$ cat config.mk
export PLATFORM = sky130hd
export DESIGN_NAME = fll_cfg_responder
export DESIGN_NICKNAME = d
export VERILOG_FILES = /design/src/rtl/fll_cfg_responder.sv
export SDC_FILE = /design/constraint.sdc
export NUM_CORES = 1
export LEC_CHECK = 0
export ABC_CLOCK_PERIOD_IN_PS = 1830
export CAP_MARGIN = 40
export CORE_UTILIZATION = 44
export CTS_CLUSTER_SIZE = 28
export DETAILED_ROUTE_END_ITERATION = 7
export GPL_TIMING_DRIVEN = 0
export PLACE_DENSITY = 0.76
export SLEW_MARGIN = 15
export SYNTH_ARGS = -nofsm -noshare
export SYNTH_HDL_FRONTEND = slang
export SYNTH_SLANG_ARGS = --single-unit
$ cat constraint.sdc
create_clock -name HCLK -period 1.83 [get_ports HCLK]
set_input_delay 0.366 -clock HCLK [delete_from_list [all_inputs] [get_ports HCLK]]
set_output_delay 0.366 -clock HCLK [all_outputs]
set_load 0.03 [all_outputs]
$ cat src/rtl/fll_cfg_responder.sv
// rtl/fll_cfg_responder.sv - FLL configuration responder behind an asynchronous 4-phase req/ack handshake
//
// Ports
//   HCLK        clock, rising edge
//   HRESETn     asynchronous active-low reset
//   fll_req     initiator request, asynchronous to HCLK (4-phase level handshake)
//   fll_wrn     1 = read, 0 = write; stable while fll_req=1
//   fll_add     register index (0 STATUS, 1 CFG1, 2 CFG2, 3 INTEG)
//   fll_data    write data
//   fll_ack     acknowledge, straight from a flop
//   fll_r_data  read data, straight from a flop; holds until the next read
//   status_i    live FLL status, synchronous to HCLK
//   cfg1_o      CFG1 register contents
//   cfg2_o      CFG2 register contents
//   integ_o     INTEG register contents
//   cfg_upd_o   one-hot, one-cycle pulse naming the register index just written

module fll_cfg_responder #(
    parameter logic [31:0] CFG1_RST  = 32'h0000_0000,
    parameter logic [31:0] CFG2_RST  = 32'h0000_0000,
    parameter logic [31:0] INTEG_RST = 32'h0000_0000
) (
    input  logic        HCLK,
    input  logic        HRESETn,
    input  logic        fll_req,
    input  logic        fll_wrn,
    input  logic [1:0]  fll_add,
    input  logic [31:0] fll_data,
    output logic        fll_ack,
    output logic [31:0] fll_r_data,
    input  logic [15:0] status_i,
    output logic [31:0] cfg1_o,
    output logic [31:0] cfg2_o,
    output logic [31:0] integ_o,
    output logic [3:0]  cfg_upd_o
);

    typedef enum logic [1:0] {
        IDLE = 2'd0,
        EXEC = 2'd1,
        ACK  = 2'd2
    } state_t;

    state_t      state_q, state_d;

    // Two-flop synchronizer; only req_s_q may steer control logic.
    logic        req_s0_q;
    logic        req_s_q;

    // Access captured in IDLE; the live bus is never looked at afterwards.
    logic        wrn_q,  wrn_d;
    logic [1:0]  add_q,  add_d;
    logic [31:0] data_q, data_d;

    logic        ack_q,    ack_d;
    logic [31:0] r_data_q, r_data_d;
    logic [31:0] cfg1_q,   cfg1_d;
    logic [31:0] cfg2_q,   cfg2_d;
    logic [31:0] integ_q,  integ_d;
    logic [3:0]  upd_q,    upd_d;

    logic [31:0] rd_mux;

    always_ff @(posedge HCLK or negedge HRESETn) begin
        if (!HRESETn) begin
            req_s0_q <= 1'b0;
            req_s_q  <= 1'b0;
        end else begin
            req_s0_q <= fll_req;
            req_s_q  <= req_s0_q;
        end
    end

    // Read multiplexer over the captured index; STATUS is sampled live.
    always_comb begin
        rd_mux = 32'h0;
        case (add_q)
            2'd0:    rd_mux = {16'h0, status_i};
            2'd1:    rd_mux = cfg1_q;
            2'd2:    rd_mux = cfg2_q;
            default: rd_mux = integ_q;
        endcase
    end

    always_comb begin
        state_d  = state_q;
        wrn_d    = wrn_q;
        add_d    = add_q;
        data_d   = data_q;
        r_data_d = r_data_q;
        cfg1_d   = cfg1_q;
        cfg2_d   = cfg2_q;
        integ_d  = integ_q;
        upd_d    = 4'b0000;

        case (state_q)
            IDLE: begin
                if (req_s_q) begin
                    wrn_d   = fll_wrn;
                    add_d   = fll_add;
                    data_d  = fll_data;
                    state_d = EXEC;
                end
            end
            EXEC: begin
                // The access always completes, even if fll_req has already
                // dropped; the handshake then finishes through ACK.
                state_d = ACK;
                if (wrn_q) begin
                    r_data_d = rd_mux;
                end else begin
                    case (add_q)
                        2'd1: begin
                            cfg1_d   = data_q;
                            upd_d[1] = 1'b1;
                        end
                        2'd2: begin
                            cfg2_d   = data_q;
                            upd_d[2] = 1'b1;
                        end
                        2'd3: begin
                            integ_d  = data_q;
                            upd_d[3] = 1'b1;
                        end
                        default: begin
                            // STATUS is read-only: write is dropped, no pulse.
                        end
                    endcase
                end
            end
            ACK: begin
                if (!req_s_q) begin
                    state_d = IDLE;
                end
            end
            default: begin
                state_d = IDLE;
            end
        endcase

        // Registered copy of (state == ACK) so fll_ack comes from a flop.
        ack_d = (state_d == ACK);
    end

    always_ff @(posedge HCLK or negedge HRESETn) begin
        if (!HRESETn) begin
            state_q  <= IDLE;
            wrn_q    <= 1'b0;
            add_q    <= 2'd0;
            data_q   <= 32'h0;
            ack_q    <= 1'b0;
            r_data_q <= 32'h0;
            cfg1_q   <= CFG1_RST;
            cfg2_q   <= CFG2_RST;
            integ_q  <= INTEG_RST;
            upd_q    <= 4'b0000;
        end else begin
            state_q  <= state_d;
            wrn_q    <= wrn_d;
            add_q    <= add_d;
            data_q   <= data_d;
            ack_q    <= ack_d;
            r_data_q <= r_data_d;
            cfg1_q   <= cfg1_d;
            cfg2_q   <= cfg2_d;
            integ_q  <= integ_d;
            upd_q    <= upd_d;
        end
    end

    assign fll_ack    = ack_q;
    assign fll_r_data = r_data_q;
    assign cfg1_o     = cfg1_q;
    assign cfg2_o     = cfg2_q;
    assign integ_o    = integ_q;
    assign cfg_upd_o  = upd_q;

endmodule

==> reports/metrics.cfg, run 1 <==
[drt]
met1Wirelength_um = 8090
detailedRoute.firstIterationViolations = 190
routed-wl-met2_um = 8660
route.met3.wl_um = 1200
route.antenna.remaining_nets = 0
dr_total_vias = 4767
top_layer = met4
vias_per_cell = 5.22
remaining_drc_errors = 0
drt-pass1-iter-count = 4
routed_wire_length_per_instance_um = 19.8
route.final.wire_length_um = 18100

[yosys]
seq_area_frac_synth_pct = 60.2
synth_enable_flop_cells = 0
cells_after_synth = 479
yosys_warn_count = 0
synth_top_flop_cell = sky130_fd_sc_hd__dfrtp_1
async_reset_ff_share_pct = 100
synth_area_um2 = 7110
number_of_synthesized_register_bits = 171
ys_types = 25
synth_area_per_cell_um2 = 14.8
synthesis.nets = 533

[setup_path]
crit_path_kind = register to register
cp_num_buf_inv = 1
crit_path_end_kind = register
critical_path.top_delay_family = simple AND/OR/NAND/NOR gates
startpoint_type = register
crit_slowest_cell = sky130_fd_sc_hd__nand4bb_1
timing.critical_path.fanout_max = 10
critical-path-max-stage-delay_ns = 0.43
path_cells = nand2b_4, nand4bb_1, buf_4, mux2_1
timing.critical_path.required_ns = 2.13
crit_arrival_ns = 2.10

[min_path]
hold_class = register to register

[pwr]
static_leakage_power_uw = 0.00488
max-vdd-ir-drop_v = 0.00111
power.internal_uw = 11400
p_comb_share_pct = 46.1
clk_network_pwr_share_pct = 18.0
switching_power_uw = 8100
power.share.sequential_pct = 35.9
power_density_nw_per_um2 = 1990
power_switching_share_pct = 41.5

[placement]
place_area_um2 = 9270
portBuffers = 185
detailed_place_hpwl_um = 12400
placed_cells = 881
gpl.final_weighted_congestion = 0.775

[timing]
worst_slew_margin_rel_pct = 56.2
hold-worst-slack_ns = 0.349
timing.final.max_slew_violations = 0
share_of_the_cycle_needed_by_the_critical_path_after_routing_pct = 98.3
max_slew.worst_pin.slew_ns = 0.657
hold_violations = 0
finalSetupViolCount = 0
timing.fmax_mhz = 556
post-route-min-period_ns = 1.80
clock_skew_ns = 0.0116
rsz0062_at_grt = yes

[clock_tree]
htree_num_levels = 4
tritoncts = yes
numCtsBuffers = 17
clk_transition_reported_paths_ns = 0.07
cts_sinks = 171
clock_tree.root_cell = sky130_fd_sc_hd__clkbuf_16
insertion_delay_ns = 0.42
maximum_clock_path_buffer_count = 2

[floorplanning]
design.portCount = 187
rows = 46
die-area_um2 = 16700
die_h_um = 129
fp.dieW_um = 129
initial_core_util_pct = 44.9
core_um2 = 15800

[grt]
groute.usage.overall_pct = 22.7
initial_antenna_violation_count = 0
first_pass_grt_wire_length_um = 28300
grt_max_degree = 90
gr-total-overflow = 0
first_global_vias = 5039

[finish]
layout_commonest_cell = sky130_fd_sc_hd__dfrtp_1
fin_area_um2 = 9810
syn_to_final_growth_pct = 37.9
insertedDiodeCount = 0
numnets_final = 739
number_of_non_filler_instances_in_the_completed_layout = 914
drive_above_1_share_pct = 30.4
most-common-layout-cells = 171 x sky130_fd_sc_hd__dfrtp_1, 122 x sky130_fd_sc_hd__dlygate4sd2_1, 116 x sky130_fd_sc_hd__mux2_2

[run]
cap_viol_max_count = 0

[run_status]
status = completed

## cell usage after synthesis (2+ instances only)
master                     count  share of area (%)
sky130_fd_sc_hd__inv_1         2               0.11
sky130_fd_sc_hd__o21ai_0      18                1.3
sky130_fd_sc_hd__buf_2        14               0.99
sky130_fd_sc_hd__o221ai_1     16                2.0
sky130_fd_sc_hd__dfrtp_1     171                 60
sky130_fd_sc_hd__nand2_1      33                1.7
sky130_fd_sc_hd__buf_6         3               0.47
sky130_fd_sc_hd__mux2_4       29                6.1
sky130_fd_sc_hd__mux2_1        2               0.32
sky130_fd_sc_hd__a22oi_1      16                1.7
sky130_fd_sc_hd__clkbuf_1     15               0.79
sky130_fd_sc_hd__mux2_2      116                 18
sky130_fd_sc_hd__mux2i_1      32                4.5
## stage by stage
| stage | power [uW] | setup TNS (ns) | utilization (%) | worst slack (ns) |
|---|---|---|---|---|
| final | 19500 | 0 | 62.0 | 0.0309 |
| after global routing | 20500 | -0.0201 | 62.0 | -0.0103 |
| after CTS | 19600 | 0 | 61.8 | 0.00269 |
| after detailed placement | 16900 | -23.93 | 58.6 | -0.375 |
| after global placement | 16600 | -1085.05 | 58.3 | -6.24 |
| after floorplan | 12800 | 0 | - | 0.0442 |
## path summary, 6_finish.rpt
path                                  from        endpoint  slack, ns  cells past startpoint
worst min-delay path              req_s0_q         req_s_q       0.35                      0
worst min register to register    req_s0_q         req_s_q       0.35                      0
worst max register to register  state_q[1]     integ_o[25]       0.03                      4
max in group asynchronous          HRESETn  fll_r_data[15]       0.43                      3
min in group asynchronous          HRESETn  fll_r_data[23]       0.56                      2
worst max-delay path            state_q[1]     integ_o[25]       0.03                      4
## layer usage
metal  GRT usage (%)  up-vias
met4            6.02        0
met3            6.11       14
met1            30.0     2432
met5               0        -
li1                -     2151
met2            37.2      170
## sequential cells by signal, indices dropped and copies added, names as in the netlist
register and count:
req_s_q 1, cfg2_o 32, cfg1_o 32, data_q 32, cfg_upd_o 3, req_s0_q 1, add_q 2, wrn_q 1
state_q 2, fll_ack 1, integ_o 32, fll_r_data 32
## worst reg2reg max path, cell delays in order, from the launching register on
cell,delay (ns)
sky130_fd_sc_hd__dfrtp_1,0.41
sky130_fd_sc_hd__nand2b_4,0.18
sky130_fd_sc_hd__nand4bb_1,0.44
sky130_fd_sc_hd__buf_4,0.34
sky130_fd_sc_hd__mux2_1,0.32
## cell type report
cell class	count	area (um2)
fillers	1257	6020
clock buffers	21	470
multi-input cells	272	2660
flip-flops and latches	171	4280
well taps	216	270
plain buffers	30	216
inverters	2	7.51
repair buffers	191	1790
clock inverters	11	110
## cells by family (layout without fill, tap and decap cells)
group / count (synthesis) / in the layout / synth area share [%]
buf+inv: 36 / 255 / 2.52
flops: 171 / 171 / 60.2
compound gates: 50 / 50 / 4.93
other cells: 1 / 1 / 0.0527
mux: 179 / 179 / 29.3
simple gates: 42 / 42 / 3.04
## timing repair
action,4_1_cts,5_1_grt
endpoints found under the hold margin,88,0
hold buffers,1,0
pin swaps,2,0
setup endpoints to repair,270,96
gates resized for setup,148,15
setup buffers,3,1
## power by group through the flow
stage          registers [uW]  logic [uW]  clock network (uW)
5_1_grt                  7240        9530                3760
3_3_place_gp             6950        9670                   0
3_5_place_dp             7050        9870                   0
6_report                 7000        9000                3510
4_1_cts                  7000        9060                3590
2_1_floorplan            9320        3450                   0
No activity file was read; power rests on OpenSTA's default activity.
==> inputs of run 2 (changes only) <==
--- a/config.mk
+++ b/config.mk
@@ -7,11 +7,14 @@
 export LEC_CHECK = 0
 export ABC_CLOCK_PERIOD_IN_PS = 1830
 export CAP_MARGIN = 40
-export CORE_UTILIZATION = 44
+export CORE_ASPECT_RATIO = 1.2
+export CORE_UTILIZATION = 55
 export CTS_CLUSTER_SIZE = 28
 export DETAILED_ROUTE_END_ITERATION = 7
+export DONT_BUFFER_PORTS = 1
 export GPL_TIMING_DRIVEN = 0
-export PLACE_DENSITY = 0.76
+export PLACE_DENSITY = 0.73
+export SETUP_SLACK_MARGIN = 0.15
 export SLEW_MARGIN = 15
 export SYNTH_ARGS = -nofsm -noshare
 export SYNTH_HDL_FRONTEND = slang
==> reports/metrics.cfg, run 2 (synthesis results as in run 1) <==
[run_status]
status = finished with violations
violated_checks = negative hold slack

[timing]
finalSetupViolCount = 0  ; unchanged
hold_violations = 171  ; +171
clock_skew_ns = 0.00860  ; -0.00298 ns
hold-worst-slack_ns = -0.363  ; -0.712 ns
rsz0062_at_grt = yes
max_slew.worst_pin.slew_ns = 0.567  ; -0.0904 ns
timing.fmax_mhz = 559  ; +0.59%
share_of_the_cycle_needed_by_the_critical_path_after_routing_pct = 97.7  ; -0.58 points
post-route-min-period_ns = 1.79  ; -0.0106 ns
timing.setup.tns_ns = 0  ; unchanged
worst_slew_margin_rel_pct = 62.2  ; +6.0 points
timing.final.max_slew_violations = 0  ; unchanged

[drt]
drt-pass1-iter-count = 4  ; unchanged
remaining_drc_errors = 0  ; unchanged
dr_total_vias = 4236  ; -11%
route.final.wire_length_um = 17700  ; -2.0%
route.antenna.remaining_nets = 0  ; unchanged
detailedRoute.firstIterationViolations = 202  ; +6.3%
routed_wire_length_per_instance_um = 25.5  ; +29%
vias_per_cell = 6.10  ; +17%

[clock_tree]
maximum_clock_path_buffer_count = 2  ; unchanged
numCtsBuffers = 17  ; unchanged
clk_transition_reported_paths_ns = 0.06  ; about the same
holdBufCountCts = 1  ; unchanged
insertion_delay_ns = 0.42  ; about the same
clock_tree.root_cell = sky130_fd_sc_hd__clkbuf_16
cts_sinks = 171  ; unchanged
tritoncts = yes
htree_num_levels = 4  ; unchanged

[grt]
first_pass_grt_wire_length_um = 26200  ; -7.7%
grt_max_degree = 172  ; +91%
initial_antenna_violation_count = 0  ; unchanged
groute.usage.overall_pct = 26.4  ; +3.7 points
gr-total-overflow = 0  ; unchanged
first_global_vias = 4500  ; -11%

[finish]
seqCellArea_um2 = 4280  ; about the same
fin_area_um2 = 8530  ; -13%
numnets_final = 571  ; -23%
layout_commonest_cell = sky130_fd_sc_hd__dfrtp_1
final.fill_count = 892  ; -29%
syn_to_final_growth_pct = 20.0
drive_above_1_share_pct = 44.4  ; +14 points
final_util_pct = 67.7  ; +5.7 points
most-common-layout-cells = 169 x sky130_fd_sc_hd__dfrtp_1, 84 x sky130_fd_sc_hd__mux2_2, 61 x sky130_fd_sc_hd__mux2_4
multi_input_comb_area_um2 = 2830  ; +6.2%

[setup_path]
critical-path-top-cell-by-count = sky130_fd_sc_hd__buf_12
timing.critical_path.required_ns = 2.13  ; about the same
critical-path-max-stage-delay_ns = 0.57  ; +0.14 ns
timing.critical_path.fanout_max = 10  ; unchanged
critical_path.top_delay_family = simple AND/OR/NAND/NOR gates
cp_num_buf_inv = 2  ; +1
path_cells = or4b_4, buf_12, buf_12, mux2_4
crit_path_kind = register to register
crit_path_end_kind = register
startpoint_type = register
crit_slowest_cell = sky130_fd_sc_hd__or4b_4
crit_arrival_ns = 2.09  ; about the same

[pwr]
static_leakage_power_uw = 0.00399  ; -18%
max-vdd-ir-drop_v = 0.00103  ; -6.9%
power_density_nw_per_um2 = 2160  ; +8.8%

[placement]
place_area_um2 = 7330  ; -21%
portBuffers = 0  ; -100%
detailed_place_hpwl_um = 11100  ; -11%
gpl.final_weighted_congestion = 0.798  ; +3.0%

[floorplanning]
fp.dieW_um = 106  ; -18%
die-area_um2 = 13400  ; -20%
design.portCount = 187  ; unchanged
rows = 45  ; -2.2%
die_h_um = 127  ; -2.0%
initial_core_util_pct = 56.4  ; +11 points
core_um2 = 12600  ; -20%

[min_path]
hold_class = input pin to async pin

[run]
cap_viol_max_count = 0  ; unchanged

[run 2: timing repair]
action	in CTS	in global routing
buffers inserted	12	1
resized for setup	45	95
endpoints found under the setup margin	152	158
pin swaps	2	1
gates cloned	1	4
hold endpoints to repair	172	171
[run 2: layer usage]
metal  wire, um  track usage (%)  up-vias
met5          0                0        -
met4        425             10.7        0
met3       1360             9.25       33
met2       9030             45.3      181
met1       6910             30.2     2212
li1           -                -     1810
[run 2: area by class of cell]
cell class	instances	area share (%)
sequential	171	50.2
multi-input combinational	272	33.1
clock buffer	23	5.48
buffer	34	4.93
timing repair buffer	19	2.93
tap	164	2.40
clock inverter	8	0.821
inverter	2	0.0880
antenna	1	0.0293
[run 2: worst register-to-register path, delay by kind of cell, from the launching register on]
| kind | cells | cell delay, ns |
|---|---|---|
| buffers and inverters | 2 | 0.32 |
| flip-flops | 1 | 0.48 |
| AND/OR/NAND/NOR | 1 | 0.57 |
| multiplexers | 1 | 0.30 |
[run 2: final timing paths]
kind                               from  slack, ns  cells after the start         end
max                               wrn_q       0.04                      4  cfg2_o[26]
max reg2reg                       wrn_q       0.04                      4  cfg2_o[26]
min reg2reg                    req_s0_q       0.35                      0     req_s_q
min                             HRESETn      -0.36                      0  cfg2_o[18]
max in group asynchronous       HRESETn       1.99                      0  cfg2_o[19]
min in group HCLK          fll_data[16]       0.09                      1  data_q[16]
[run 2: report_power, final]
part | switching (uW) | total, uW | leakage [uW] | internal, uW
clock | 1410 | 3340 | 0.000263 | 1920
sequential | 4470 | 9960 | 0.00213 | 5500
combinational | 2030 | 5170 | 0.00160 | 3140
[run 2: stage by stage]
step / instances / power (uW) / worst slack, ns / hold slack [ns]
floorplan: 479 / 12800 / 0.101 / 0.0704
global placement: 643 / 13900 / -0.361 / 0.0759
detailed placement: 643 / 14200 / -0.374 / 0.0769
CTS: 688 / 17800 / 0.0504 / -0.374
global route: 693 / 19200 / 0.0103 / -0.384
finish: 694 / 18500 / 0.0415 / -0.363
==> inputs of run 3 (changes only) <==
--- a/config.mk
+++ b/config.mk
@@ -5,6 +5,7 @@
 export SDC_FILE = /design/constraint.sdc
 export NUM_CORES = 1
 export LEC_CHECK = 0
+export ABC_AREA = 1
 export ABC_CLOCK_PERIOD_IN_PS = 1830
 export CAP_MARGIN = 40
 export CORE_ASPECT_RATIO = 1.2
==> reports/metrics.cfg, run 3 <==
[drt]
route.final.wire_length_um = 20300  ; +15%
remaining_drc_errors = 0  ; unchanged
detailedRoute.firstIterationViolations = 456  ; +130%
vias_per_cell = 5.47  ; -10%
dr_total_vias = 5981  ; +41%
drt-pass1-iter-count = 5  ; +1
route.antenna.remaining_nets = 0  ; unchanged
routed_wire_length_per_instance_um = 18.6  ; -27%

[timing]
post-route-worst-setup-slack_ns = 0.244  ; +0.202 ns
post-route-min-period_ns = 1.59  ; -0.202 ns
max_slew.worst_pin.slew_ns = 0.638  ; +0.0713 ns
finalSetupViolCount = 0  ; unchanged
timing.fmax_mhz = 630  ; +13%
timing.setup.tns_ns = 0  ; unchanged
timing.final.max_slew_violations = 0  ; unchanged
hold-worst-slack_ns = -0.361  ; +0.00204 ns
rsz0062_at_grt = no
worst_slew_margin_rel_pct = 57.4  ; -4.8 points
clock_skew_ns = 0.00623  ; -0.00237 ns
share_of_the_cycle_needed_by_the_critical_path_after_routing_pct = 86.7  ; -11 points
hold_violations = 171  ; unchanged

[yosys]
synth_enable_flop_cells = 0  ; unchanged
synthTopCellsByArea = sky130_fd_sc_hd__dfrtp_1 59%, sky130_fd_sc_hd__nand2_1 26%, sky130_fd_sc_hd__nand3_1 6.8%
yosysMostFrequentCell = sky130_fd_sc_hd__nand2_1
async_reset_ff_share_pct = 100  ; unchanged
seq_area_frac_synth_pct = 58.8  ; -1.4 points
synth.largest_area_cell = sky130_fd_sc_hd__dfrtp_1
synthesis.nets = 952  ; +79%
synth_top_flop_cell = sky130_fd_sc_hd__dfrtp_1
synth_area_per_cell_um2 = 8.11  ; -45%
number_of_synthesized_register_bits = 171  ; unchanged
ys_types = 17  ; -32%
cells_after_synth = 898  ; +87%
synthTopCellsByCount = 505 x sky130_fd_sc_hd__nand2_1, 171 x sky130_fd_sc_hd__dfrtp_1, 99 x sky130_fd_sc_hd__nand3_1
synth_area_um2 = 7280  ; +2.3%
yosys_warn_count = 0  ; unchanged
synth_largest_type_area_fraction_pct = 58.8  ; -1.4 points

[min_path]
hold_class = input pin to async pin

[floorplanning]
design.portCount = 187  ; unchanged
initial_core_util_pct = 57.0  ; +0.56 points
fp.dieW_um = 107  ; +1.1%
core_um2 = 12800  ; +1.3%
rows = 45  ; unchanged
die-area_um2 = 13700  ; +2.3%
die_h_um = 128  ; +1.1%

[finish]
seqCellArea_um2 = 4280  ; about the same
syn_to_final_growth_pct = 11.2
drive_above_1_share_pct = 8.93  ; -35 points
final_util_pct = 63.3  ; -4.3 points
final.fill_count = 1118  ; +25%
number_of_non_filler_instances_in_the_completed_layout = 1093  ; +57%
numnets_final = 972  ; +70%
insertedDiodeCount = 0  ; -1
multi_input_comb_area_um2 = 2690  ; -4.8%
most-common-layout-cells = 505 x sky130_fd_sc_hd__nand2_1, 171 x sky130_fd_sc_hd__dfrtp_1, 98 x sky130_fd_sc_hd__nand3_1
layout_commonest_cell = sky130_fd_sc_hd__nand2_1

[clock_tree]
insertion_delay_ns = 0.43  ; about the same
clock_tree.root_cell = sky130_fd_sc_hd__clkbuf_16
maximum_clock_path_buffer_count = 2  ; unchanged
numCtsBuffers = 17  ; unchanged
holdBufCountCts = 1  ; unchanged
setup_repair_bufs_after_cts = 0  ; -12
htree_num_levels = 4  ; unchanged
tritoncts = yes
cts_sinks = 171  ; unchanged
clk_transition_reported_paths_ns = 0.06  ; about the same

[placement]
portBuffers = 0  ; unchanged
pre_cts_ws_ns = 0.197  ; +0.571 ns
detailed_place_hpwl_um = 13800  ; +24%
placed_cells = 1062  ; +65%
gpl.final_weighted_congestion = 0.828  ; +3.8%

[grt]
grt_max_degree = 172  ; unchanged
gr-total-overflow = 0  ; unchanged
first_global_vias = 5579  ; +24%
groute.usage.overall_pct = 30.8  ; +4.4 points
first_pass_grt_wire_length_um = 31000  ; +18%
initial_antenna_violation_count = 0  ; unchanged

[setup_path]
timing.critical_path.required_ns = 2.20  ; +0.07 ns
worstSetupStartpoint = add_q[0]
crit_path_end_kind = register
crit_arrival_ns = 1.95  ; -0.14 ns
crit_slowest_cell = sky130_fd_sc_hd__clkbuf_1
timing.critical_path.fanout_max = 10  ; unchanged
critical-path-max-stage-delay_ns = 0.43  ; -0.14 ns
reg2regPathDepth = 7  ; +3
crit_path_kind = register to register
path_cells = buf_4, inv_2, clkbuf_1, nand3_1, nand3_1, nand2_1, nand2_1
startpoint_type = register
worst_r2r_startpoint = add_q[0]

[pwr]
power_switching_share_pct = 47.7  ; +4.9 points
switching_power_uw = 8040  ; +1.6%
power.share.sequential_pct = 55.1  ; +1.2 points
power_density_nw_per_um2 = 2080  ; -3.8%
static_leakage_power_uw = 0.00444  ; +11%
p_comb_share_pct = 23.2  ; -4.8 points
clk_network_pwr_share_pct = 21.7  ; +3.6 points
power.internal_uw = 8820  ; -17%
max-vdd-ir-drop_v = 0.000983  ; -4.6%

[run_status]
status = finished with violations
violated_checks = negative hold slack

[run]
cap_viol_max_count = 0  ; unchanged

## run 3: worst paths after layout
check	to	slack [ns]
worst min register to register	req_s_q	0.35
max in group asynchronous	integ_o[10]	1.83
worst max register to register	fll_r_data[26]	0.24
min in group HCLK	data_q[12]	0.04
worst max-delay path	fll_r_data[26]	0.24
worst min-delay path	data_q[3]	-0.36
## run 3: power by group through the flow
stage          Combinational [uW]  Sequential [uW]  Clock (uW)
2_1_floorplan                2900             8730           0
3_3_place_gp                 3750             9270           0
3_5_place_dp                 3850             9320           0
4_1_cts                      3890             9270        3680
5_1_grt                      4420             9470        3830
6_report                     3920             9290        3660
## run 3: logic make-up after synthesis
| family | after synthesis | synth area share, % |
|---|---|---|
| other | 1 | 0.0515 |
| AO/OA/AOI/OAI | 19 | 1.31 |
| buffers and inverters | 63 | 4.28 |
| AND/OR/NAND/NOR | 644 | 35.6 |
| flip-flops | 171 | 58.8 |
## run 3: through the flow
stage	total power [uW]	hold WS [ns]	cell area, um2
final	16900	-0.361	8090
after global routing	17700	-0.382	8090
after floorplan	11600	0.0704	7280
after CTS	16800	-0.382	8090
after global placement	13000	0.0766	7480
after detailed placement	13200	0.0749	7480
## run 3: worst max-delay path: cells and delay by family, from the launching register on
family / cells / cell delay, ns
buffers and inverters: 3 / 0.72
flip-flops: 1 / 0.36
AND/OR/NAND/NOR: 4 / 0.45
## run 3: cell type report
type | count | area share, %
well taps | 164 | 2.54
clock inverters | 7 | 1.42
repair buffers | 1 | 0.124
inverters | 11 | 0.510
clock buffers | 23 | 5.91
flip-flops and latches | 171 | 52.9
multi-input cells | 664 | 33.3
plain buffers | 52 | 3.35
## run 3: repair_timing
| action | 4_1_cts | 5_1_grt |
|---|---|---|
| hold endpoints to repair | 172 | 171 |
| gates resized for setup | 0 | 3 |
| endpoints found under the setup margin | 0 | 20 |
## run 3: routing by layer
layer  up-vias  GRT usage, %  share of wire, %
li1       2839             -                 -
met1      2841          39.3                41
met2       273          51.3                49
met3        28          9.20               8.7
met4         0          8.54               1.4
met5         -             0                 0
